**src/rtl/unidad_cortocircuito.sv**
```systemverilog
// Forwarding/hazard unit: EX/MEM/WB shadow slots drive zero-latency operand selects; load-use raises o_stall for one enabled cycle.
// `define STALL_COUNT_EN to add a saturating stall counter on o_stall_count (constant 0 otherwise).
module unidad_cortocircuito #(
  parameter int NBITS_REG     = 5,
  parameter int CORTOCIRCUITO = 3
) (
  input  logic                     i_clk,
  input  logic                     i_reset,
  input  logic                     i_enable,
  input  logic [NBITS_REG-1:0]     i_ID_rs,
  input  logic [NBITS_REG-1:0]     i_ID_rt,
  input  logic                     i_ID_usa_rs,
  input  logic                     i_ID_usa_rt,
  input  logic [NBITS_REG-1:0]     i_ID_dest,
  input  logic                     i_ID_RegWrite,
  input  logic                     i_ID_MemRead,
  output logic [CORTOCIRCUITO-1:0] o_EX_UnidadCortocircuito_A,
  output logic [CORTOCIRCUITO-1:0] o_EX_UnidadCortocircuito_B,
  output logic                     o_stall,
  output logic [15:0]              o_stall_count
);

  typedef struct packed {
    logic [NBITS_REG-1:0] rs;
    logic [NBITS_REG-1:0] rt;
    logic                 usa_rs;
    logic                 usa_rt;
    logic [NBITS_REG-1:0] dest;
    logic                 reg_write;
    logic                 mem_read;
  } slot_t;

  localparam logic [CORTOCIRCUITO-1:0] SEL_RF    = '0;
  localparam logic [CORTOCIRCUITO-1:0] SEL_EXMEM = CORTOCIRCUITO'(1);
  localparam logic [CORTOCIRCUITO-1:0] SEL_MEMWB = CORTOCIRCUITO'(2);

  slot_t id_slot;
  slot_t ex_q;
  slot_t mem_q;
  slot_t wb_q;

  always_comb begin
    id_slot           = '0;
    id_slot.rs        = i_ID_rs;
    id_slot.rt        = i_ID_rt;
    id_slot.usa_rs    = i_ID_usa_rs;
    id_slot.usa_rt    = i_ID_usa_rt;
    id_slot.dest      = i_ID_dest;
    id_slot.reg_write = i_ID_RegWrite;
    id_slot.mem_read  = i_ID_MemRead;
  end

  // A stalled advance loads a bubble into EX while older slots keep draining.
  always_ff @(posedge i_clk or posedge i_reset) begin
    if (i_reset) begin
      ex_q  <= '0;
      mem_q <= '0;
      wb_q  <= '0;
    end else if (i_enable) begin
      ex_q  <= o_stall ? '0 : id_slot;
      mem_q <= ex_q;
      wb_q  <= mem_q;
    end
  end

  function automatic logic writes_reg(input slot_t s, input logic [NBITS_REG-1:0] src);
    return s.reg_write && (s.dest != '0) && (s.dest == src);
  endfunction

  // MEM is checked first so the newest producer wins.
  function automatic logic [CORTOCIRCUITO-1:0] fwd_sel(input logic usa,
                                                       input logic [NBITS_REG-1:0] src,
                                                       input slot_t m,
                                                       input slot_t w);
    if (usa && writes_reg(m, src)) return SEL_EXMEM;
    if (usa && writes_reg(w, src)) return SEL_MEMWB;
    return SEL_RF;
  endfunction

  assign o_EX_UnidadCortocircuito_A = fwd_sel(ex_q.usa_rs, ex_q.rs, mem_q, wb_q);
  assign o_EX_UnidadCortocircuito_B = fwd_sel(ex_q.usa_rt, ex_q.rt, mem_q, wb_q);

  assign o_stall = ex_q.mem_read && ex_q.reg_write && (ex_q.dest != '0) &&
                   ((i_ID_usa_rs && (i_ID_rs == ex_q.dest)) ||
                    (i_ID_usa_rt && (i_ID_rt == ex_q.dest)));

  // Fields carried for slot completeness but not consumed by any decision.
  logic unused_slot_bits;
  assign unused_slot_bits = ^{mem_q.rs, mem_q.rt, mem_q.usa_rs, mem_q.usa_rt, mem_q.mem_read,
                              wb_q.rs, wb_q.rt, wb_q.usa_rs, wb_q.usa_rt, wb_q.mem_read};

`ifdef STALL_COUNT_EN
  logic [15:0] stall_cnt_q;

  always_ff @(posedge i_clk or posedge i_reset) begin
    if (i_reset) begin
      stall_cnt_q <= '0;
    end else if (i_enable && o_stall && (stall_cnt_q != 16'hFFFF)) begin
      stall_cnt_q <= stall_cnt_q + 16'd1;
    end
  end

  assign o_stall_count = stall_cnt_q;
`else
  assign o_stall_count = '0;
`endif

endmodule

```
**config.mk**
```make
export PLATFORM = sky130hd
export DESIGN_NAME = unidad_cortocircuito
export DESIGN_NICKNAME = d
export VERILOG_FILES = /design/src/rtl/unidad_cortocircuito.sv
export SDC_FILE = /design/constraint.sdc
export NUM_CORES = 1
export LEC_CHECK = 0
export CAP_MARGIN = 20
export CORE_MARGIN = 5
export CORE_UTILIZATION = 49
export CTS_CLUSTER_DIAMETER = 30
export CTS_CLUSTER_SIZE = 8
export DETAILED_ROUTE_END_ITERATION = 16
export MAX_ROUTING_LAYER = met4
export PLACE_DENSITY = 0.82
export SYNTH_ARGS = -nofsm -noshare
export SYNTH_HDL_FRONTEND = slang
export SYNTH_SLANG_ARGS = --single-unit
```
**constraint.sdc**
```tcl
create_clock -name i_clk -period 3.9 [get_ports i_clk]
set_clock_uncertainty 0.15 [all_clocks]
set_input_delay 0.78 -clock i_clk [delete_from_list [all_inputs] [get_ports i_clk]]
set_output_delay 0.78 -clock i_clk [all_outputs]
set_load 0.02 [all_outputs]
```
==> results.md <==
- The later pin in the worst-skew pair is clocked with a latency of 0.28 ns.
- Summed over all layers, the global routing overflow is 0.
- The post-CTS setup-driven buffer insertion count is 0.
- Counting flops and latches in the post-synthesis netlist gives 31.
- The worst setup path is captured at an output port.
- The layout overhead on the synthesized area is 17.7%.
- dfrtp_1 is the most common cell in the netlist.
- The maximum fanout encountered on the critical timing path is 2.
- For this block, wires on met1 add up to 1540 um.
- The number of max-slew violations in the final report is 0.
- The final-layout fill cell count is 312.
- The synthesized netlist contains 26 unique library cells.
- The endpoint of the most critical setup path is o_stall.
- The number of synthesized flops with an enable pin is 0.
- The endpoint of the lowest-slack register-to-register path is ex_q[17].
- In this run the top signal layer used is met4.
- Counting cells, the worst reg-to-reg path comes to 4.
- The clock period minus worst slack is 3.44 ns.
- The clock net in this run drives a total of 31 sinks.
- The congestion estimate from routability-driven global placement came to 0.847.
- Setup repair after global routing left no endpoint under its margin.
- The maximum cell stage delay along the critical path is 0.59 ns.
- The full die area is 5090 um2.
- Setup violations remaining at the end of the flow were counted as 0.
- For this configuration, the core starts out at a cell density of 0.503.
- The peak supply drop is 0.000208 V.
- The slew at the pin closest to its max-slew limit is 0.578 ns.
- In this run, CTS created clock tree buffers numbering 5.
- The maximum number of buffers from clock root to sink is 2.
- The cell that appears most often on the critical path is clkdlybuf4s50_1.
- The origin of the worst setup path is i_ID_rt[4].
- The die extent in x is 71.3 um.
- Counting flops with an async set or reset pin after synthesis yields a share of 1.00.
- The number of I/O port buffers is 26.
- The core region is 3660 um2.
- The signal on the critical path passes through clkdlybuf4s50_1, xnor2_1, nand4_1, o22ai_2, and2_2, clkdlybuf4s50_1.
- The first-pass detailed-route iteration total is 4.
- The count of nets left with antenna violations once routing finished came out at 0.
- The routed design has 3800 um of wire.
- The slack of the worst reg-to-reg path is 2.07 ns.
- After clock tree synthesis, the flow added hold-fix buffers numbering 0.
- The overall global routing resource usage is 0.169.
- The worst setup path is launched from a primary input.
- The half-perimeter wire length after detailed placement is 2970 um.
- Max-cap violations in this run came to 0.
- Of the cells placed in the final design, the portion with a size suffix greater than 1 is 0.174.
- The clock-pin transition on the worst setup and hold timing paths is 0.06 ns.
- The power density of the placed cells is 397 nW/um2.
- The max-slew headroom at the worst pin is 0.614.
- The wire length of the first global-routing pass is 6420 um.
- Counting every instance in the synthesized netlist gives 164.
- The buffer cell driving the clock tree root is clkbuf_8.
- Of the post-synthesis cell area, the dominant cell type holds 0.421.
- The via count of the first global-routing pass is 1310.
- The number of diodes added for antenna fixing is 0.
- Averaged over all synthesized cells, the footprint is 11.2 um2.
- The maximum number of pins on one net before global-route repair is 24.
- In this run the cell area of the synthesized design comes to 1840 um2.
- The worst hold path class is reg2reg.
- The top cell type by total area after synthesis is dfrtp_1.
- The detail-routed net length per standard cell is 16.0 um.
- The final cycle utilization of the critical path is 0.882.
- The data required time of the critical path is 2.97 ns.
- The yosys synthesis warning count is 0.
- The routed via count divided by cell count is 5.30.
- The standard cell with the maximum stage delay on the critical path is clkdlybuf4s50_1.
- The startpoint identified for the worst register-to-register timing path is ex_q[6].
- The die is 71.3 um tall.
- The number of antenna violations at the first check in global routing is 0.
- The accumulated negative setup slack is 0 ns.
- In the detailed route, the total length drawn on met3 is 234 um.
- Among all flip-flop cells after synthesis, the most frequent one is dfrtp_1.
- The register cell area after layout is 776 um2.
- The H-tree level count is 2.
- Ranked by total cell area, the synthesized netlist is headed by dfrtp_1 42%, xnor2_1 10%, mux2i_1 10%.
- The area of combinational cells with multiple inputs is 941 um2.
- The quantity of gates resized following cts is 0.
- The CTS tree is yes.
- Wire segments on met2 add up to 1960 um in the final route.
- The data arrival time at the worst-slack endpoint is 2.51 ns.
- The critical path is of the in2out type.
- The first routing iteration left 69 violations.
- In this run the count of I/O pins placed on the die edge is 45.
- Row generation in the floorplan step produced 22 rows.
- Across all layers, the routed design uses 1261 vias.
- The post-route total power is 0.860 mW.
- The flow ran to the end, and the final reports show no timing, DRC or antenna violations.
- Static timing analysis puts the maximum clock frequency at 0.291 GHz.
- The total DRC errors in the routed layout is 0.
- The commonest cells after synthesis are 31 x dfrtp_1, 22 x xnor2_1, 19 x mux2i_1.
- The final net count is 213.
- The final count of hold timing violations is 0.
- The analysis attributes to cell leakage a power of 0.896 nW.
- The share of the Yosys chip area taken by registers is 0.421.
through the flow:
step | hold slack, ns | area (um2) | setup slack (ns) | util | cells
2_1_floorplan | 0.324 | 1910 | 1.16 | - | 181
3_3_place_gp | 0.335 | 2070 | 0.465 | 0.565 | 231
3_5_place_dp | 0.348 | 2100 | 0.451 | 0.572 | 232
4_1_cts | 0.360 | 2170 | 0.441 | 0.592 | 238
5_1_grt | 0.385 | 2170 | 0.340 | 0.592 | 238
6_report | 0.361 | 2170 | 0.460 | 0.592 | 238
how the worst min path moves through the flow:
stage,startpoint,depth (start not counted),to
floorplan,wb_q[1],1,wb_q[1]
global route,wb_q[1],1,wb_q[1]
detailed placement,wb_q[1],1,wb_q[1]
CTS,wb_q[1],1,wb_q[1]
finish,wb_q[1],1,wb_q[1]
global placement,wb_q[1],1,wb_q[1]
cell usage in the layout (no fill, tap or decap):
master / netlist / final
clkbuf_1: 4 / 1
nor4_1: 2 / 2
and2_2: 1 / 1
mux2_2: 12 / 12
clkdlybuf4s50_1: 0 / 26
mux2i_1: 19 / 19
nand3_1: 2 / 2
or3_1: 1 / 1
nor3_1: 4 / 4
xor2_1: 8 / 8
dfrtp_1: 31 / 31
xnor2_1: 22 / 22
o22ai_2: 0 / 1
buf_4: 18 / 1
clkbuf_8: 0 / 5
conb_1: 1 / 18
buf_12: 1 / 1
nand2_1: 4 / 4
o21ai_0: 2 / 2
inv_1: 1 / 1
and2_4: 1 / 1
o311a_1: 1 / 1
or4_1: 2 / 2
a21oi_1: 9 / 9
nand4_1: 4 / 4
a21oi_2: 10 / 10
buf_16: 0 / 1
flip-flops by register name (all words and copies together) (netlist names):
name	count
mem_q	6
wb_q	6
ex_q	19
per-layer routing:
| metal | GRT usage | up-vias |
|---|---|---|
| li1 | - | 588 |
| met1 | 0.196 | 624 |
| met2 | 0.279 | 43 |
| met3 | 0.0421 | 6 |
| met4 | 0.0689 | 0 |
| met5 | - | - |
critical path, delay by kind of cell:
kind | cells | cell delay (ns)
buffers and inverters | 2 | 1.09
AND/OR/NAND/NOR | 2 | 0.29
AO/OA/AOI/OAI | 1 | 0.19
XOR/XNOR | 1 | 0.15
layout make-up:
type                            instances  area share
Clock buffer                            6      0.0335
Sequential cell                        31       0.358
Tap cell                               48      0.0277
Inverter                                1     0.00173
Multi-Input combinational cell        123       0.434
Timing Repair Buffer                   29       0.145
where the power goes:
part / switching (mW) / internal (mW) / total, mW
Clock: 0.107 / 0.118 / 0.225
Sequential: 0.0610 / 0.366 / 0.427
Combinational: 0.0960 / 0.112 / 0.208
Total: 0.264 / 0.597 / 0.860
cell families (layout without fill, tap and decap cells):
| kind of cell | count (synthesis) | in the layout | share of synthesized area |
|---|---|---|---|
| DFF | 31 | 31 | 0.421 |
| muxes | 31 | 31 | 0.177 |
| xor gates and xnor gates | 30 | 30 | 0.143 |
| buffers and inverters | 27 | 36 | 0.106 |
| and+or+nand+nor | 21 | 21 | 0.0652 |
| other | 1 | 18 | 0.00204 |
| AOI/OAI and AO/OA | 23 | 23 | 0.0863 |
Power figures use the tool's default switching activity.
